## config.mk

```make
export PLATFORM = sky130hd
export DESIGN_NAME = module_digit_loader
export DESIGN_NICKNAME = d
export VERILOG_FILES = /design/src/rtl/fsmload_pkg.sv /design/src/rtl/module_timeout_cnt.sv /design/src/rtl/module_digit_loader.sv
export SDC_FILE = /design/constraint.sdc
export NUM_CORES = 1
export LEC_CHECK = 0
export BUFFER_PORTS_ARGS = -buffer_cell sky130_fd_sc_hd__buf_2
export CORE_AREA = 8 8 45 47
export CTS_CLUSTER_SIZE = 40
export DETAILED_ROUTE_END_ITERATION = 7
export DIE_AREA = 0 0 53 55
export GPL_ROUTABILITY_DRIVEN = 0
export SETUP_SLACK_MARGIN = 0.05
export SLEW_MARGIN = 20
export SYNTH_ARGS = -nofsm -noshare
export SYNTH_HDL_FRONTEND = slang
export SYNTH_SLANG_ARGS = --single-unit
```

## constraint.sdc

```tcl
create_clock -name clk -period 2 [get_ports clk]
set_clock_uncertainty 0.1 [all_clocks]
set_input_delay 0.2 -clock clk [delete_from_list [all_inputs] [get_ports clk]]
set_output_delay 0.2 -clock clk [all_outputs]
set_load 0.005 [all_outputs]
```

## src/rtl/fsmload_pkg.sv

```systemverilog
// Shared types and defaults for the keypad digit loader.
// Imported by the loader top and its idle timer.
package fsmload_pkg;

  localparam int NUM_DIGITS_DEF     = 3;
  localparam int TIMEOUT_CYCLES_DEF = 0;

  typedef enum logic {
    ST_COLLECT,
    ST_COMMIT
  } state_t;

endpackage

```

## src/rtl/module_timeout_cnt.sv

```systemverilog
// Idle timer: expire rises on the last of TIMEOUT_CYCLES
// consecutive enabled cycles without a restart.
module module_timeout_cnt
  import fsmload_pkg::*;
#(
  parameter int TIMEOUT_CYCLES = TIMEOUT_CYCLES_DEF
) (
  input  logic clk,
  input  logic rst,
  input  logic restart,
  input  logic enable,
  output logic expire
);

  if (TIMEOUT_CYCLES == 0) begin : g_off
    logic unused_in;
    assign unused_in = ^{clk, rst, restart, enable};
    assign expire    = 1'b0;
  end else begin : g_on
    localparam int CW = $clog2(TIMEOUT_CYCLES + 1);
    localparam logic [CW-1:0] LAST = CW'(TIMEOUT_CYCLES - 1);

    logic [CW-1:0] cnt;

    assign expire = enable && (cnt == LAST);

    // count idle cycles, cleared by key, disable or expiry
    always_ff @(posedge clk or negedge rst) begin
      if (!rst) begin
        cnt <= '0;
      end else if (restart || !enable || expire) begin
        cnt <= '0;
      end else begin
        cnt <= cnt + CW'(1);
      end
    end
  end

endmodule

```

## src/rtl/module_digit_loader.sv

```systemverilog
// Keypad entry sequencer: steers digit strobes into
// per-digit load/clear pulses and signals entry completion.
module module_digit_loader
  import fsmload_pkg::*;
#(
  parameter int NUM_DIGITS     = NUM_DIGITS_DEF,
  parameter int TIMEOUT_CYCLES = TIMEOUT_CYCLES_DEF
) (
  input  logic                              clk,
  input  logic                              rst,
  input  logic                              tecla,
  input  logic                              borrar,
  input  logic                              enter,
  output logic [NUM_DIGITS-1:0]             load,
  output logic [NUM_DIGITS-1:0]             clr_digit,
  output logic                              load_out,
  output logic [$clog2(NUM_DIGITS+1)-1:0]   digit_cnt,
  output logic                              timeout
);

  localparam int CW = $clog2(NUM_DIGITS + 1);
  localparam logic [CW-1:0] FULL = CW'(NUM_DIGITS);
  localparam logic [NUM_DIGITS-1:0] ONE = NUM_DIGITS'(1);

  state_t                state, state_d;
  logic [CW-1:0]         cnt_d;
  logic [NUM_DIGITS-1:0] load_d;
  logic [NUM_DIGITS-1:0] clr_d;
  logic                  lo_d;
  logic                  to_d;
  logic                  restart;
  logic                  enable;
  logic                  expire;
  logic                  held;

  assign held   = (digit_cnt != '0);
  assign enable = (state == ST_COLLECT) && held;

  module_timeout_cnt #(
    .TIMEOUT_CYCLES(TIMEOUT_CYCLES)
  ) u_timer (
    .clk    (clk),
    .rst    (rst),
    .restart(restart),
    .enable (enable),
    .expire (expire)
  );

  // key priority tecla > enter > borrar, then idle expiry
  always_comb begin
    state_d = state;
    cnt_d   = digit_cnt;
    load_d  = '0;
    clr_d   = '0;
    lo_d    = 1'b0;
    to_d    = 1'b0;
    restart = 1'b0;
    unique case (state)
      ST_COMMIT: begin
        lo_d    = 1'b1;
        cnt_d   = '0;
        state_d = ST_COLLECT;
      end
      ST_COLLECT: begin
        if (tecla) begin
          load_d  = ONE << digit_cnt;
          cnt_d   = digit_cnt + CW'(1);
          restart = 1'b1;
          if (cnt_d == FULL) state_d = ST_COMMIT;
        end else if (enter && held) begin
          restart = 1'b1;
          state_d = ST_COMMIT;
        end else if (borrar && held) begin
          cnt_d   = digit_cnt - CW'(1);
          clr_d   = ONE << cnt_d;
          restart = 1'b1;
        end else if (expire) begin
          to_d  = 1'b1;
          cnt_d = '0;
          for (int i = 0; i < NUM_DIGITS; i++) begin
            clr_d[i] = (CW'(i) < digit_cnt);
          end
        end
      end
      default: state_d = ST_COLLECT;
    endcase
  end

  // state and registered output pulses
  always_ff @(posedge clk or negedge rst) begin
    if (!rst) begin
      state     <= ST_COLLECT;
      digit_cnt <= '0;
      load      <= '0;
      clr_digit <= '0;
      load_out  <= 1'b0;
      timeout   <= 1'b0;
    end else begin
      state     <= state_d;
      digit_cnt <= cnt_d;
      load      <= load_d;
      clr_digit <= clr_d;
      load_out  <= lo_d;
      timeout   <= to_d;
    end
  end

endmodule

```

==> metrics, run 1 <==
status=completed; Post-Syn Instances=39; Detailed Route WL=726 um; number of flops mapped to enable cells by yosys=0; fin util=39.78%; syn nets=48; layout cell share with drive strength beyond 1=29.63%; reg2reg end=digit_cnt[1]$_DFFE_PN0P_; Critical path origin=digit_cnt[0]$_DFFE_PN0P_; Final setup viols=0; Yosys reg bits=10; drt wl/cell=10.37 um; number of core rows=14; GRT Util Overall=5.623%; ys async rst share=100.0%; Starting Density=32.10%; Hold Startpoint=tecla; Syn Std Cell Area=444.2 sq um; DR vias=300; synth unique cells=17; die width=53 um; CTS Root Buffer Type=clkbuf_4; r2r setup slk=230 ps; clock tree from TritonCTS=yes; fin crit period=1774 ps; H-tree depth=1; endpoints failing hold=0; Final Max Slew Viols=0; Tcrit/Tclk final=88.71%; GRT overflow=0; Max VDD drop=398.2 uV; DR vias/cell=4.286; Area contributors post-synth=dfrtp_1 (56%), ha_1 (11%), and2_1 (8.5%); number of global-route vias before repair=288; Clock Latency Late Sink=260 ps; crit path max fanout=6; hold endpoint=digit_cnt[1]$_DFFE_PN0P_; Syn Area/Cell=11.39 sq um; Ys Warns=0; die area=0.002915 sq mm; drt drc=0; hpwl dp=588.3 um; reg2reg path depth=5; CTS clk-pin slew, worst paths=60 ps; largest net degree at the start of global routing=11; sequential area share after synthesis=56.34%; detailed-router iteration count before antenna repair=2; Hold Path Depth=3; synth cell count leaders=dfrtp_1 (10), and2_1 (6), ha_1 (4); Arr. time, crit path=1850 ps; Diodes inserted=0; PD cells=1126 mW/mm^2; Yosys top cell area share=56.34%; Clock Sinks=10; Worst EP required=2080 ps; Area Overhead vs Synth=23.94%; RSZ-0062 raised after global routing=false; TritonCTS Buffers=3; I/O pins=15; nets=65; critical path type=register to register; core area=0.001384 sq mm; Max clock buf depth=2; top-count cell post-synth=dfrtp_1; Leak=0.0002959 uW; first-pass GRT wire length=1.173 mm; initial DRC count=2; Crit. End Element=register; port bufs=13; number of setup buffers added after CTS=0; max cap viols=0; Die Ht=55 um; area leader, netlist=dfrtp_1; post-CTS sizing=0; initial antenna violation count=0; R2R Path Start=digit_cnt[0]$_DFFE_PN0P_; Post-synth top flop=dfrtp_1; worst hold path type=input port to register; crit start category=register; FMAX=0.5637 GHz; Final ANT Viol Nets=0; TNS Setup=0 ps
-- metal layers --
metal / wire (um) / track usage, % / share of wire (%) / vias to the layer above
met3: 77 / 1.337 / 11 / 4
met2: 295 / 7.617 / 41 / 14
met5: 0 / 0 / 0 / -
met4: 34 / 7.759 / 4.7 / 0
li1: - / - / - / 157
met1: 318 / 6.231 / 44 / 125
-- layout make-up --
| cell class | instances | area, sq um |
|---|---|---|
| fill | 151 | 833.3 |
| sequential | 10 | 250.2 |
| multi-input combinational | 25 | 175.2 |
| timing repair buffer | 14 | 75.07 |
| clock buffer | 3 | 22.52 |
| tap | 16 | 20.02 |
| inverter | 2 | 7.507 |
-- sequential cells by signal, indices dropped and copies added (netlist names) --
signal,count
clr_digit,3
digit_cnt,2
load,3
load_out,1
state,1
-- timing repair --
item | in CTS | in global routing
hold endpoints to repair | 10 | 0
hold buffers | 1 | 0
endpoints found under the setup margin | 0 | 0
-- kinds of logic after synthesis --
logic type                 after synthesis  share of synthesized area, %
AOI/OAI and AO/OA                        3                         3.661
other                                    1                        0.8443
DFF                                     10                         56.34
and+or+nand+nor                         17                         23.66
adders and majority gates                4                         11.27
buffers and inverters                    4                         4.226
-- worst max-delay path, stage by stage (launching register included) --
cell     delay (ps)
dfrtp_1         430
inv_1            90
ha_1            240
or3b_1          360
or3_1           310
a31oi_1         160
-- power breakdown --
group          internal, uW  switching (uW)
Combinational          95.8            98.7
Sequential              254            40.6
Clock                  69.1            61.4
-- metrics by stage --
stage	setup slack (ps)	cell area, sq um	instances	hold WS [ps]	total power [uW]
5_1_grt	98.39	550.5	70	189.6	679.4
4_1_cts	199.0	550.5	70	156.6	633.8
3_5_place_dp	215.3	518.0	66	-28.86	498.9
2_1_floorplan	319.0	444.2	39	-195.6	414.5
6_report	225.9	550.5	70	161.4	620.1
3_3_place_gp	221.0	518.0	66	-36.30	495.1
-- cells in the final DEF (no fill, tap or decap) --
master and count:
buf_2 13, dfrtp_1 10, and2_1 6, ha_1 4, nor3b_1 3, clkbuf_4 3
nor3_1 2, inv_1 2, or3_1 2, or3b_1 1, nor2b_1 1, a21oi_1 1
nor2_1 1, nand2_1 1, a31oi_1 1, o21ai_0 1, conb_1 1, dlygate4sd3_1 1
-- worst max path at each step --
stage / to / slack, ps / depth (start not counted)
final: digit_cnt[1]$_DFFE_PN0P_ / 230 / 5
after global routing: digit_cnt[1]$_DFFE_PN0P_ / 100 / 5
after CTS: digit_cnt[1]$_DFFE_PN0P_ / 200 / 5
after detailed placement: digit_cnt[1]$_DFFE_PN0P_ / 220 / 5
after global placement: digit_cnt[1]$_DFFE_PN0P_ / 220 / 5
after floorplan: digit_cnt[1]$_DFFE_PN0P_ / 320 / 5
(Power assumes the default switching activity.)
==> run 2, diff against run 1 <==
--- a/config.mk
+++ b/config.mk
@@ -6,11 +6,14 @@
 export NUM_CORES = 1
 export LEC_CHECK = 0
 export BUFFER_PORTS_ARGS = -buffer_cell sky130_fd_sc_hd__buf_2
-export CORE_AREA = 8 8 45 47
+export CELL_PAD_IN_SITES_DETAIL_PLACEMENT = 1
+export CELL_PAD_IN_SITES_GLOBAL_PLACEMENT = 2
+export CORE_MARGIN = 8
+export CORE_UTILIZATION = 28
 export CTS_CLUSTER_SIZE = 40
 export DETAILED_ROUTE_END_ITERATION = 7
-export DIE_AREA = 0 0 53 55
 export GPL_ROUTABILITY_DRIVEN = 0
+export PLACE_DENSITY_LB_ADDON = 0.1
 export SETUP_SLACK_MARGIN = 0.05
 export SLEW_MARGIN = 20
 export SYNTH_ARGS = -nofsm -noshare
==> run 2 against run 1 <==
Effect of this change: sequential share of layout area fell by 1.1 points; register-to-register slack worse by 60 ps; critical path depth unchanged; wire length rose by 28%; first-iteration DRC count fell by 50%; sequential power about the same; largest power group unchanged; die area up 6.9%; power up 10%; final area increased by 2.5%; worst hold slack improved by 13 ps; final cell count grew 1.4%.
==> metrics, run 2 (synthesis gave the netlist of run 1 again) <==
TritonCTS Buffers=3 (unchanged); Worst EP required=2080 ps (about the same); CTS clk-pin slew, worst paths=70 ps (about the same); number of core rows=14 (unchanged); hold slack=174.6 ps (+13.21 ps); GRT overflow=0 (unchanged); Setup Slack @ Placement=155.5 ps (-59.82 ps); initial DRC count=1 (-1); switch share=32.08% (-0.29 points); die width=55.83 um (+5.3%); Diodes inserted=0 (unchanged); CTS Root Buffer Type=clkbuf_4; endpoints failing hold=0 (unchanged); GRT Util Overall=6.587% (+0.96 points); Clock Sinks=10 (unchanged); RSZ-0062 raised after global routing=false; die area=0.003117 sq mm (+6.9%); Comb pwr share=30.2% (-1.2 points); layout cell share with drive strength beyond 1=30.91% (+1.3 points); Max clock buf depth=2 (unchanged); TNS Setup=0 ps (unchanged); number of setup buffers added after CTS=0 (unchanged); Crit. End Element=register; Die Ht=55.83 um (+1.5%); Detailed Route WL=928 um (+28%); port bufs=13 (unchanged); nets=65 (unchanged); Power Internal=463.2 uW (+10%); reg2reg end=digit_cnt[1]$_DFFE_PN0P_; worst setup margin=170.0 ps (-55.90 ps); initial antenna violation count=0 (unchanged); post-route insts no fill=71 (+1.4%); largest net degree at the start of global routing=11 (unchanged); hpwl dp=802.2 um (+36%); PD cells=1209 mW/mm^2 (+7.3%); Tcrit/Tclk final=91.50% (+2.8 points); Clock Latency Late Sink=260 ps (about the same); first-pass GRT wire length=1.642 mm (+40%); Reg power frac=43.7% (-3.9 points); max cap viols=0 (unchanged); status=completed; detailed-router iteration count before antenna repair=4 (+2); P_sw=218.8 uW (+9.0%); Hold Path Depth=3 (unchanged); DR vias=322 (+7.3%); I/O pins=15 (unchanged); commonest cells after routing, fill and taps aside=buf_2 (13), dfrtp_1 (10), and2_1 (6), ha_1 (4); r2r setup slk=170 ps (-60 ps); critical path type=register to register; Hold Startpoint=tecla; reg2reg path depth=5 (unchanged); R2R Path Start=digit_cnt[0]$_DFFE_PN0P_; number of global-route vias before repair=379 (+32%); commonest non-fill, non-tap cell in the layout=buf_2; Leak=0.0003031 uW (+2.4%); Max VDD drop=469.5 uV (+18%); crit path max fanout=6 (unchanged); Final Max Slew Viols=0 (unchanged); Inst Count DP=66 (unchanged); fin crit period=1830 ps (+55.90 ps); crit start category=register; core area=0.001489 sq mm (+7.6%); clock tree from TritonCTS=yes; Clock Power Share=26.0% (+4.9 points); FMAX=0.5464 GHz (-3.1%); drt wl/cell=13.07 um (+26%); H-tree depth=1 (unchanged); DR vias/cell=4.535 (+5.8%); Fill cells=174 (+15%); Arr. time, crit path=1910 ps (+60 ps); drt drc=0 (unchanged); worst hold path type=input port to register; hold endpoint=digit_cnt[1]$_DFFE_PN0P_; largest registers=clr_digit: 3 flops, load: 3 flops, digit_cnt: 2 flops; Area Overhead vs Synth=27.04%; Starting Density=29.83% (-2.3 points); Final ANT Viol Nets=0 (unchanged); Final setup viols=0 (unchanged)
## run 2: cell count changes in the layout (fill, tap and decap cells not counted)
cell,previous run,this run
clkbuf_8,0,1
## run 2: how the worst max path moves through the flow
stage                                         from                       end  slack (ps)  cells past startpoint
after floorplan           digit_cnt[0]$_DFFE_PN0P_  digit_cnt[1]$_DFFE_PN0P_         320                      5
after global placement    digit_cnt[0]$_DFFE_PN0P_  digit_cnt[1]$_DFFE_PN0P_         250                      5
after detailed placement  digit_cnt[0]$_DFFE_PN0P_  digit_cnt[1]$_DFFE_PN0P_         160                      5
after CTS                 digit_cnt[0]$_DFFE_PN0P_  digit_cnt[1]$_DFFE_PN0P_         140                      5
after global routing      digit_cnt[0]$_DFFE_PN0P_  digit_cnt[1]$_DFFE_PN0P_          90                      5
final                     digit_cnt[0]$_DFFE_PN0P_  digit_cnt[1]$_DFFE_PN0P_         170                      5
## run 2: layout make-up
class | count | area, sq um | share of cell area, %
clock buffer | 4 | 36.28 | 6.430
inverter | 2 | 7.507 | 1.330
multi-input combinational | 25 | 175.2 | 31.04
sequential | 10 | 250.2 | 44.35
tap | 16 | 20.02 | 3.548
timing repair buffer | 14 | 75.07 | 13.30
## run 2: timing repair
| item | CTS | global route |
|---|---|---|
| hold buffers | 1 | 0 |
| resized for setup | 0 | 0 |
| endpoints found under the hold margin | 10 | 0 |
## run 2: per-stage QoR
| stage | cell area (sq um) | power [uW] | utilization [%] |
|---|---|---|---|
| floorplan | 444.2 | 414.5 | - |
| global placement | 518.0 | 501.3 | 34.79 |
| detailed placement | 518.0 | 521.7 | 34.79 |
| CTS | 564.3 | 701.7 | 37.90 |
| global route | 564.3 | 745.1 | 37.90 |
| finish | 564.3 | 682.0 | 37.90 |
## run 2: critical path: stages (launching register included)
cell	delay, ps
dfrtp_1	430
inv_1	100
ha_1	240
or3b_1	380
or3_1	320
a31oi_1	180
## run 2: power groups by stage
stage          clock network (uW)  logic (uW)  registers (uW)
2_1_floorplan                   0         114             300
3_3_place_gp                    0         205             297
3_5_place_dp                    0         217             305
4_1_cts                       182         218             301
5_1_grt                       191         247             307
6_report                      178         206             298
## run 2: metal layers
layer / GRT usage (%) / vias to the layer above / wire [um]
li1: - / 160 / -
met3: 2.968 / 2 / 83
met1: 7.087 / 146 / 410
met2: 9.295 / 14 / 407
met4: 6.186 / 0 / 27
met5: 0 / - / 0
==> run 3, diff against run 2 <==
--- a/config.mk
+++ b/config.mk
@@ -9,7 +9,7 @@
 export CELL_PAD_IN_SITES_DETAIL_PLACEMENT = 1
 export CELL_PAD_IN_SITES_GLOBAL_PLACEMENT = 2
 export CORE_MARGIN = 8
-export CORE_UTILIZATION = 28
+export CORE_UTILIZATION = 25
 export CTS_CLUSTER_SIZE = 40
 export DETAILED_ROUTE_END_ITERATION = 7
 export GPL_ROUTABILITY_DRIVEN = 0
==> constraint.sdc (replaced) <==
create_clock -name clk -period 1.62 [get_ports clk]
set_clock_uncertainty 0.1 [all_clocks]
set_input_delay 0.162 -clock clk [delete_from_list [all_inputs] [get_ports clk]]
set_output_delay 0.162 -clock clk [all_outputs]
set_load 0.005 [all_outputs]
==> run 3 against run 2 <==
Effect of this change: global-route usage is 0.33 points higher; critical path depth stayed put; worst setup slack worse by 140 ps; clock power is 8% lower; utilization is 2.1 points lower; register-to-register slack worse by 140 ps; fmax is 15% higher; die area is 8.5% higher; power is 32% higher; first-iteration DRC count is 100% higher; final area is 8.4% higher; final cell count is 17% higher; critical path type unchanged; critical endpoint unchanged; largest cell class unchanged; largest power group is now combinational logic.
==> metrics, run 3 (synthesis gave the netlist of run 1 again) <==
status=completed; Leak=0.0003164 uW (+4.4%); commonest cells after routing, fill and taps aside=buf_2 (13), dfrtp_1 (10), and2_1 (6), buf_4 (4); endpoints failing hold=0 (unchanged); Hold Path Depth=3 (unchanged); Area Overhead vs Synth=37.75%; port bufs=13 (unchanged); CTS Root Buffer Type=clkbuf_4; Detailed Route WL=1.011 mm (+8.9%); Post-DP Area=546.8 sq um (+5.6%); DR vias=344 (+6.8%); initial antenna violation count=0 (unchanged); Power Internal=604.7 uW (+31%); number of global-route vias before repair=380 (+0.26%); worst hold path type=input port to register; crit path max fanout=4 (-2); Reg power frac=39.2% (-4.5 points); Worst EP required=1700 ps (-380 ps); core area=0.001708 sq mm (+15%); max cap viols=0 (unchanged); Setup Slack @ Placement=-6.886 ps (-162.3 ps); GRT Util Overall=6.914% (+0.33 points); reg2reg path depth=5 (unchanged); H-tree depth=1 (unchanged); number of core rows=15 (+1); P_sw=298.1 uW (+36%); Final ANT Viol Nets=0 (unchanged); switch share=33.02% (+0.94 points); layout cell share with drive strength beyond 1=43.10% (+12 points); hpwl dp=825 um (+2.8%); initial DRC count=2 (+1); RSZ-0062 raised after global routing=true; Arr. time, crit path=1680 ps (-230 ps); nets=69 (+6.2%); worst setup margin=25.86 ps (-144.1 ps); Clock Power Share=18.1% (-7.9 points); Comb pwr share=42.7% (+13 points); FMAX=0.6273 GHz (+15%); CTS clk-pin slew, worst paths=60 ps (about the same); Starting Density=26.01% (-3.8 points); Clock Latency Late Sink=260 ps (about the same); TritonCTS Buffers=3 (unchanged); Final Max Slew Viols=0 (unchanged); I/O pins=15 (unchanged); Die Ht=58.15 um (+4.2%); Final setup viols=0 (unchanged); critical path type=register to register; drt drc=0 (unchanged); Clock Sinks=10 (unchanged); clock tree from TritonCTS=yes; GRT overflow=0 (unchanged); Diodes inserted=0 (unchanged); Crit. End Element=register; Design Area, Final=611.8 sq um (+8.4%); post-route insts no fill=83 (+17%); DR vias/cell=4.145 (-8.6%); Tcrit/Tclk final=98.40% (+6.9 points); PD cells=1476 mW/mm^2 (+22%); drt wl/cell=12.18 um (-6.8%); largest registers=clr_digit: 3 flops, load: 3 flops, digit_cnt: 2 flops; die width=58.15 um (+4.2%); commonest non-fill, non-tap cell in the layout=buf_2; hold slack=160.7 ps (-13.95 ps); crit start category=register; detailed-router iteration count before antenna repair=2 (-2); Max clock buf depth=2 (unchanged); die area=0.003381 sq mm (+8.5%); fin crit period=1594 ps (-235.9 ps); Max VDD drop=485.9 uV (+3.5%); first-pass GRT wire length=1.649 mm (+0.43%); Inst Count DP=77 (+17%); largest net degree at the start of global routing=11 (unchanged)
-- run 3: area by class of cell --
type                    instances  area [sq um]
clock buffers                   3         22.52
inverters                       2         7.507
well taps                      25         31.28
flip-flops and latches         10         250.2
repair buffers                 18         105.1
multi-input cells              25         195.2
fillers                       202          1096
-- run 3: per-layer routing --
layer,wire length [um],track usage (%),vias to the layer above
met3,76,2.649,5
met4,56,9.441,0
li1,-,-,164
met5,0,0,-
met1,355,5.070,161
met2,523,11.78,14
-- run 3: final timing paths --
path	from	end	slack (ps)
worst max-delay path	digit_cnt[0]$_DFFE_PN0P_	digit_cnt[1]$_DFFE_PN0P_	30
worst min-delay path	tecla	digit_cnt[1]$_DFFE_PN0P_	160
worst max register to register	digit_cnt[0]$_DFFE_PN0P_	digit_cnt[1]$_DFFE_PN0P_	30
worst min register to register	state$_DFF_PN0_	load_out$_DFF_PN0_	430
max in group asynchronous	rst	digit_cnt[1]$_DFFE_PN0P_	1040
min in group asynchronous	rst	load[1]$_DFF_PN0_	190
-- run 3: what timing repair did --
action / in CTS / in global routing
hold endpoints to repair: 10 / 0
pin swaps: 1 / 0
hold buffers: 1 / 0
setup endpoints to repair: 4 / 4
resized for setup: 3 / 2
cloned: 0 / 0
setup buffers: 0 / 2
-- run 3: stage by stage --
| stage | util [%] | power [uW] | setup TNS (ps) |
|---|---|---|---|
| detailed placement | 32.01 | 680.0 | -6.886 |
| finish | 35.82 | 902.8 | 0 |
| global route | 35.82 | 991.9 | -20.20 |
| floorplan | - | 516.6 | 0 |
| CTS | 34.51 | 884.1 | 0 |
| global placement | 32.01 | 658.6 | 0 |
-- run 3: critical path, cell delays in order (launching register included) --
cell	delay (ps)
dfrtp_1	360
inv_2	60
ha_4	160
or3b_4	370
or3_1	320
a31oi_1	130
-- run 3: power by group through the flow --
| stage | sequential, uW | combinational [uW] | clock, uW |
|---|---|---|---|
| after CTS | 354 | 359 | 171 |
| after detailed placement | 355 | 325 | 0 |
| after floorplan | 371 | 146 | 0 |
| final | 354 | 386 | 164 |
| after global routing | 361 | 438 | 193 |
| after global placement | 347 | 312 | 0 |
